--- src/rtl/flop_pipe.sv ---
// flop_pipe: valid/ready register pipeline of DEPTH stages with bubble collapse
// and synchronous flush. Every stage has a valid flag and a WIDTH-bit payload
// register. The last stage drives out_valid/out_data directly from flops.
// Optional feature: define FLOP_PIPE_OCCUPANCY_EN to add the registered
// occupancy counter and its port.
module flop_pipe #(
    parameter int unsigned WIDTH = 8,
    parameter int unsigned DEPTH = 3
) (
    input  logic             clk,
    input  logic             reset_n,
    input  logic             flush,
    input  logic             in_valid,
    output logic             in_ready,
    input  logic [WIDTH-1:0] in_data,
    output logic             out_valid,
    input  logic             out_ready,
    output logic [WIDTH-1:0] out_data
`ifdef FLOP_PIPE_OCCUPANCY_EN
    ,
    output logic [$clog2(DEPTH+1)-1:0] occupancy
`endif
);

    logic [DEPTH-1:0] r_valid;
    logic [WIDTH-1:0] r_data [DEPTH];

    logic [DEPTH-1:0] w_adv;     // stage i hands its entry onward this cycle
    logic [DEPTH-1:0] w_load;    // stage i takes a new entry this cycle
    logic             w_accept;
    logic             w_consume;

    // Advance per stage in closed form: a valid stage moves if any stage
    // above it is empty, or if everything above is full and downstream
    // consumes. This equals the recursive "next empty or advancing" rule
    // without a combinational chain through the w_adv vector itself.
    always_comb begin
        logic full_above;
        w_adv      = '0;
        full_above = 1'b1;
        for (int unsigned k = 0; k < DEPTH; k++) begin
            w_adv[DEPTH-1-k] = r_valid[DEPTH-1-k] & (out_ready | ~full_above);
            full_above       = full_above & r_valid[DEPTH-1-k];
        end
    end

    assign w_consume = r_valid[DEPTH-1] & out_ready;
    assign in_ready  = reset_n & ~flush & (~r_valid[0] | w_adv[0]);
    assign w_accept  = in_valid & in_ready;

    // Stage load enables: stage 0 loads on accept, stage k from stage k-1.
    always_comb begin
        w_load    = '0;
        w_load[0] = w_accept;
        for (int unsigned k = 1; k < DEPTH; k++) begin
            w_load[k] = w_adv[k-1] & ~flush;
        end
    end

    // Valid flags: flush wins over every move; otherwise a stage is full if
    // it loads or keeps an entry that is not leaving.
    always_ff @(posedge clk or negedge reset_n) begin
        if (!reset_n) begin
            r_valid <= '0;
        end else if (flush) begin
            r_valid <= '0;
        end else begin
            r_valid <= w_load | (r_valid & ~w_adv);
        end
    end

    // Payload registers load only on a new entry; emptied stages keep stale data.
    always_ff @(posedge clk or negedge reset_n) begin
        if (!reset_n) begin
            for (int unsigned k = 0; k < DEPTH; k++) begin
                r_data[k] <= '0;
            end
        end else begin
            if (w_load[0]) begin
                r_data[0] <= in_data;
            end
            for (int unsigned k = 1; k < DEPTH; k++) begin
                if (w_load[k]) begin
                    r_data[k] <= r_data[k-1];
                end
            end
        end
    end

    assign out_valid = r_valid[DEPTH-1];
    assign out_data  = r_data[DEPTH-1];

`ifdef FLOP_PIPE_OCCUPANCY_EN
    localparam int unsigned OCC_W = $clog2(DEPTH+1);

    logic [OCC_W-1:0] r_occ;

    // Entry counter tracking the number of valid stages.
    always_ff @(posedge clk or negedge reset_n) begin
        if (!reset_n) begin
            r_occ <= '0;
        end else if (flush) begin
            r_occ <= '0;
        end else begin
            case ({w_accept, w_consume})
                2'b10:   r_occ <= r_occ + OCC_W'(1);
                2'b01:   r_occ <= r_occ - OCC_W'(1);
                default: r_occ <= r_occ;
            endcase
        end
    end

    assign occupancy = r_occ;
`endif

endmodule

--- config.mk ---
export PLATFORM = sky130hd
export DESIGN_NAME = flop_pipe
export DESIGN_NICKNAME = d
export VERILOG_FILES = /design/src/rtl/flop_pipe.sv
export SDC_FILE = /design/constraint.sdc
export NUM_CORES = 1
export LEC_CHECK = 0
export ABC_AREA = 1
export BUFFER_PORTS_ARGS = -buffer_cell sky130_fd_sc_hd__buf_2
export CAP_MARGIN = 30
export CORE_MARGIN = 5
export CORE_UTILIZATION = 55
export DETAILED_ROUTE_END_ITERATION = 8
export PLACE_DENSITY = 0.88
export SYNTH_ARGS = -nofsm -noshare
export SYNTH_HDL_FRONTEND = slang
export SYNTH_SLANG_ARGS = --single-unit
--- constraint.sdc ---
create_clock -name clk -period 1.6 [get_ports clk]
set_input_delay 0.32 -clock clk [delete_from_list [all_inputs] [get_ports clk]]
set_output_delay 0.32 -clock clk [all_outputs]
set_load 0.005 [all_outputs]
* After elaboration in Yosys (flattened, before gate mapping)
Cells that the tools add are included.
Operators by class: bitwise operators 19, multiplexer cells 1
Operator list (number):
- 1-bit AND | 9
- 1-bit NOT | 4
- 3-bit AND | 1
- 3-bit two-way mux | 1
- 3-bit NOT | 1
- 1-bit bitwise OR | 3
- 3-bit bitwise OR | 1
Word-level totals: flip-flop bits (word level) 27, word-level logic and storage cells 24, input bits 13, output and inout port bits 10

* Longest topological paths before layout
Gate-level depths: netlist of run 1.
word-level depth 9, mapped depth 6, mapped depth without buffers 6

* Least setup slack after synthesis of run 1
Ideal clock, no wire load.
path type reg-to-output, start point register r_valid[1], end point output in_ready, stages on the path, launching flop included 5, data required time 1.280 ns, arrival time 0.821 ns, buffers on the path 1, setup slack 0.459 ns, cells stage by stage dfrtp_1 -> nand4_2 -> buf_6 -> nand2_1 -> inv_1
Between the ends: longest elaborated chain between the ends 6
Ends and longest elaborated chain:
- start: declaration | line 25 | logic [DEPTH-1:0] r_valid;
- start signal: assignment | line 68 | r_valid <= w_load | (r_valid & ~w_adv);
- 1-bit AND | line 43 | full_above = full_above & r_valid[DEPTH-1-k];
- 1-bit NOT | line 42 | w_adv[DEPTH-1-k] = r_valid[DEPTH-1-k] & (out_ready | ~full_above);
- 1-bit bitwise OR | line 42
- 1-bit AND | line 42
- 1-bit bitwise OR | line 48 | assign in_ready = reset_n & ~flush & (~r_valid[0] | w_adv[0]);
- 1-bit AND | line 48
- end: declaration | line 14 | output logic in_ready,
Every way passes these cells.

* Worst setup path after layout of run 1
Ends and elaborated chain as after synthesis.

==> flow_summary.toml, run 1 <==
[run_status]
status = "completed"

[layout]
n_antenna_cell = 0
final_common_cell = "nand2_1"
layout.nets = 159
layout_common_cells = "35 x nand2_1, 27 x dfrtp_1, 22 x buf_2"
drive_gt1_frac = 0.255
fill_cells = 204
area_delta_synth_final_pct = 7.04

[timing]
rsz0062_at_grt = "no"
fin_skew_ns = 0.00349
slew_headroom = 0.784
tns_ns = 0
finalMaxSlewViolations = 0
hold_viol = 0
setup_violations = 0
worst_pin_slew_ns = 0.325
fmaxAchievable_mhz = 682
fin_crit_sh = 0.916
period_needed_ns = 1.47

[die]
core-area_sq_um = 2170
die_x_um = 57.2
fp.dieH_um = 57.2
io_pins = 23
initial_core_util = 0.565
dieArea_sq_um = 3270
fp-row-count = 17

[clocking]
cts_root_buf = "clkbuf_4"
cts_resized = 0
h-tree-depth = 1
clkTransAtPathRegs_ns = 0.14
insertion_delay_ns = 0.32
ctsHoldBuffers = 0
cts_made_buffers = 3
cts.sinks = 27
cts_tree = "built"
cts_setup_buffers = 0
clockBufferDepth = 2

[route]
detail-route-antenna-nets = 0
drt-total-wl_um = 1930
wire_per_inst_um = 11.2
via_per_inst = 4.74
vias = 820
drt-pass1-iter-count = 4
drc = 0
drt_iter0_markers = 20

[synth]
netlist_instances = 129
synth_nets = 142
yosysUniqueCellTypes = 14
synth_area_per_cell_sq_um = 9.51
synth_area_sq_um = 1230
seq_area_frac_synth = 0.551
ys_ff_latch = 27
synth_warnings = 0

[global_routing]
grt_remaining_overflow = 0
grt_pass1_vias = 786
antenna_found_initial = 0
grtUsageTotal = 0.130
grt_pass1_wl_um = 3290
grt_max_degree = 28

[setup_path]
path_max_fanout = 3
end_kind = "primary output"
crit_path_start_kind = "flop"
worstPathRequired_ns = 1.28
arrival_ns = 1.15
criticalPathCategory = "reg -> out"

[placed_design]
place_congestion = 0.734
dp_hpwl_um = 1500
portBuffers = 22

[pwr]
total_power_mw = 1.28
power.density_nw_per_um2 = 978
p_leak_nw = 0.719
ir_worst_vdd_mv = 0.574

[job]
max-cap-violations = 0

[worst_hold_path]
hold_path.class = "in -> async"
==> where the power goes <==
group | internal [mW] | switching [mW]
Sequential | 0.775 | 0.0492
Clock | 0.0935 | 0.189
Combinational | 0.0757 | 0.101
Total | 0.944 | 0.340
==> kinds of logic (layout without fill, tap and decap cells) <==
group                  after synthesis  count (layout)  share of synthesized area
DFF                                 27              27                      0.551
AOI/OAI and AO/OA                   19              19                     0.0806
buffers and inverters               34              50                      0.150
and+or+nand+nor                     49              49                      0.218
==> critical path, stage by stage, from the launching register on <==
cell and delay [ns]:
dfrtp_1 0.46, nand4_2 0.15, nand2_1 0.08, inv_1 0.03
buf_2 0.11
==> flip-flops by register name, summed over array words and instances (netlist names) <==
name,cells
r_data,16
r_valid,3
out_data,8
==> metrics by stage <==
step / setup WS, ns / hold slack (ns) / util / cells / area, sq um
finish: 0.134 / 0.0493 / 0.605 / 173 / 1310
global route: 0.0546 / 0.0634 / 0.605 / 173 / 1310
CTS: 0.119 / 0.0480 / 0.605 / 173 / 1310
detailed placement: 0.263 / 0.411 / 0.592 / 169 / 1280
global placement: 0.295 / 0.395 / 0.592 / 169 / 1280
floorplan: 0.459 / 0.0244 / - / 129 / 1230
==> synth_stat cells (all sizes together) <==
cell type | instances | area share
inv | 22 | 0.067
nand2 | 36 | 0.12
nand4 | 9 | 0.051
buf | 12 | 0.083
o21ai | 17 | 0.072
nand3 | 4 | 0.051
a21oi | 2 | 0.0082
dfrtp | 27 | 0.55
==> routing by layer <==
metal | up-vias | routed length (um) | track usage
met5 | - | 0 | 0
met4 | 0 | 28 | 0.0497
met3 | 4 | 125 | 0.0385
met2 | 21 | 885 | 0.212
met1 | 363 | 893 | 0.164
li1 | 432 | - | -
==> cell type report <==
cell class,count,area (sq um),share of cell area
clock inverter,1,5.00,0.00381
clock buffer,3,22.5,0.0172
inverter,22,82.6,0.0629
timing repair buffer,24,125,0.0953
multi-input combinational,68,367,0.279
tap,28,35.0,0.0267
sequential,27,676,0.515
==> final timing paths <==
path / from / slack [ns] / end / cells after the start
min reg2reg: r_data[19] / 0.49 / r_data[19] / 2
min in group clk: flush / 0.18 / r_valid[1] / 2
max: r_valid[1] / 0.13 / in_ready / 4
max reg2reg: r_valid[1] / 0.48 / r_data[20] / 5
max in group asynchronous: reset_n / 1.31 / r_data[16] / 2
min: reset_n / 0.05 / out_data[2] / 2
No activity file was read; power rests on OpenSTA's default activity.
==> run 2, diff against run 1 <==
--- a/config.mk
+++ b/config.mk
@@ -5,13 +5,12 @@
 export SDC_FILE = /design/constraint.sdc
 export NUM_CORES = 1
 export LEC_CHECK = 0
-export ABC_AREA = 1
 export BUFFER_PORTS_ARGS = -buffer_cell sky130_fd_sc_hd__buf_2
 export CAP_MARGIN = 30
 export CORE_MARGIN = 5
 export CORE_UTILIZATION = 55
 export DETAILED_ROUTE_END_ITERATION = 8
-export PLACE_DENSITY = 0.88
+export PLACE_DENSITY = 0.89
 export SYNTH_ARGS = -nofsm -noshare
 export SYNTH_HDL_FRONTEND = slang
 export SYNTH_SLANG_ARGS = --single-unit
==> constraint.sdc (replaced) <==
create_clock -name clk -period 1.6 [get_ports clk]
set_input_delay 0.48 -clock clk [delete_from_list [all_inputs] [get_ports clk]]
set_output_delay 0.48 -clock clk [all_outputs]
set_load 0.005 [all_outputs]
==> flow_summary.toml, run 2 <==
[run_status]
status = "complete, but fails checks"
violations = "negative setup slack"

[die]
fp-row-count = 16
dieArea_sq_um = 3070
die_x_um = 55.4
core-area_sq_um = 1960
io_pins = 23
fp.dieH_um = 55.4
initial_core_util = 0.578

[worst_hold_path]
hold_path.class = "in -> async"

[synth]
yosysUniqueCellTypes = 15
synth_warnings = 0
synth_nets = 88
synthTopCellsByArea = "dfrtp_1 60%, mux2_2 24%, buf_4 5.3%"
synth_top_area_frac = 0.596
netlist_instances = 75
ys.flop_type = "dfrtp_1"
async_flop_share = 1.00
synth_area_sq_um = 1130
ys_top_cells_by_count = "27 x dfrtp_1, 24 x mux2_2, 8 x buf_4"
synth_top_area_cell = "dfrtp_1"
ys_ff_latch = 27
synth_area_per_cell_sq_um = 15.1
synth_edf_count = 0
yosysMostFrequentCell = "dfrtp_1"
seq_area_frac_synth = 0.596

[setup_path]
crit_chain = "and4b_4 > nor3b_2 > buf_2"
worstReg2RegStart = "r_valid[1]"
rrSetupSlack_ns = 0.05
arrival_ns = 1.22
crit_path_start_kind = "flop"
worstReg2RegEnd = "r_data[18]"
rr_worst_depth = 5
slowest_delay_ns = 0.42
end_kind = "primary output"
cpMaxStageDelayCell = "dfrtp_1"
path_max_fanout = 2
criticalPathCategory = "reg -> out"
worstPathRequired_ns = 1.12

[pwr]
total_power_mw = 1.56
p_leak_nw = 0.642
power.density_nw_per_um2 = 1170
ir_worst_vdd_mv = 0.550

[timing]
slew_headroom = 0.793
fin_skew_ns = 0.00285
period_needed_ns = 1.70
finalMaxSlewViolations = 0
holdWs_ns = 0.189
fin_crit_sh = 1.06
fin_ws_ns = -0.0957
fmaxAchievable_mhz = 590
rsz0062_at_grt = "yes"
setup_violations = 1
worst_pin_slew_ns = 0.311
hold_viol = 0

[placed_design]
dpl_cell_area_sq_um = 1260
place_congestion = 0.632
dp_slack_ns = -0.0321
portBuffers = 22
dp_hpwl_um = 1380

[layout]
fill_cells = 154
layout.nets = 115
regMostFlops = "r_data"
final_common_cell = "dfrtp_1"
ff_latch_area_sq_um = 676
final_area_sq_um = 1340
layout_common_cells = "27 x dfrtp_1, 24 x mux2_2, 22 x buf_2"
n_antenna_cell = 0
multi_input_area_sq_um = 383
area_delta_synth_final_pct = 17.9
drive_gt1_frac = 0.634
largest_register_ff_count = 16

[clocking]
h-tree-depth = 1
insertion_delay_ns = 0.32
cts.sinks = 27
cts_made_buffers = 3
cts_root_buf = "clkbuf_4"
cts_tree = "built"
clkTransAtPathRegs_ns = 0.14
clockBufferDepth = 2

[route]
drt-total-wl_um = 1880
vias = 663
drc = 0
wire_per_inst_um = 14.7
drt-pass1-iter-count = 4
via_per_inst = 5.18
detail-route-antenna-nets = 0
drt_iter0_markers = 6

[global_routing]
grt_max_degree = 27
antenna_found_initial = 0
grt_pass1_wl_um = 3120
grt_pass1_vias = 684
grtUsageTotal = 0.131
grt_remaining_overflow = 0

[job]
max-cap-violations = 0
## run 2: cell count changes after synthesis, moves of 2 or more
cell	before	now
nand2_1	35	1
inv_2	2	0
inv_1	20	1
nor2_1	0	4
nand4_1	8	0
o21ai_0	16	0
mux2_2	0	24
buf_6	3	1
nand3_4	3	0
## run 2: area by class of cell
cell class              count  share of cell area
clock buffers               3              0.0169
repair buffers             32               0.159
multi-input cells          37               0.287
flip-flops and latches     27               0.506
inverters                   1             0.00281
well taps                  27              0.0253
clock inverters             1             0.00375
## run 2: worst max path at each step
stage,start,endpoint,cells after the start
after floorplan,out_ready,r_data[16],3
final,r_valid[1],in_ready,3
after CTS,r_valid[0],in_ready,3
after global placement,out_ready,in_ready,4
after detailed placement,out_ready,r_data[18],5
after global routing,r_valid[0],in_ready,3
## run 2: cell families after synthesis
group / count (synthesis) / share of synthesized area
DFF: 27 / 0.596
AOI/OAI and AO/OA: 3 / 0.0166
muxes: 24 / 0.238
and+or+nand+nor: 10 / 0.0784
buffers and inverters: 11 / 0.0706
## run 2: per-stage QoR
| stage | utilization | TNS, ns | cells |
|---|---|---|---|
| 6_report | 0.681 | -0.0957 | 128 |
| 4_1_cts | 0.677 | -0.0877 | 127 |
| 5_1_grt | 0.681 | -0.159 | 128 |
| 3_3_place_gp | 0.640 | -0.00193 | 118 |
| 3_5_place_dp | 0.640 | -0.146 | 118 |
| 2_1_floorplan | - | 0 | 75 |
## run 2: report_power, final
part / switching, mW / internal [mW] / total (mW)
Combinational: 0.115 / 0.210 / 0.325
Clock: 0.194 / 0.0938 / 0.288
Sequential: 0.0894 / 0.861 / 0.951
## run 2: worst max-delay path, delay by kind of cell, from the launching register on
kind	cells	cell delay, ns
flops	1	0.42
buf+inv	1	0.13
simple gates	2	0.35
## run 2: per-layer routing
layer | part of all wire | global-route usage | wire length, um | vias to the layer above
li1 | - | - | - | 304
met4 | 0.018 | 0.0625 | 34 | 0
met5 | 0 | 0 | 0 | -
met3 | 0.046 | 0.0280 | 86 | 5
met2 | 0.52 | 0.218 | 982 | 20
met1 | 0.41 | 0.161 | 778 | 334
## run 2: what timing repair did
item | CTS | global route
pin swaps | 1 | 0
endpoints found under the hold margin | 1 | 0
gates resized for setup | 1 | 0
endpoints found under the setup margin | 1 | 1
setup buffers | 4 | 1
hold buffers | 1 | 0
gates cloned | 0 | 0
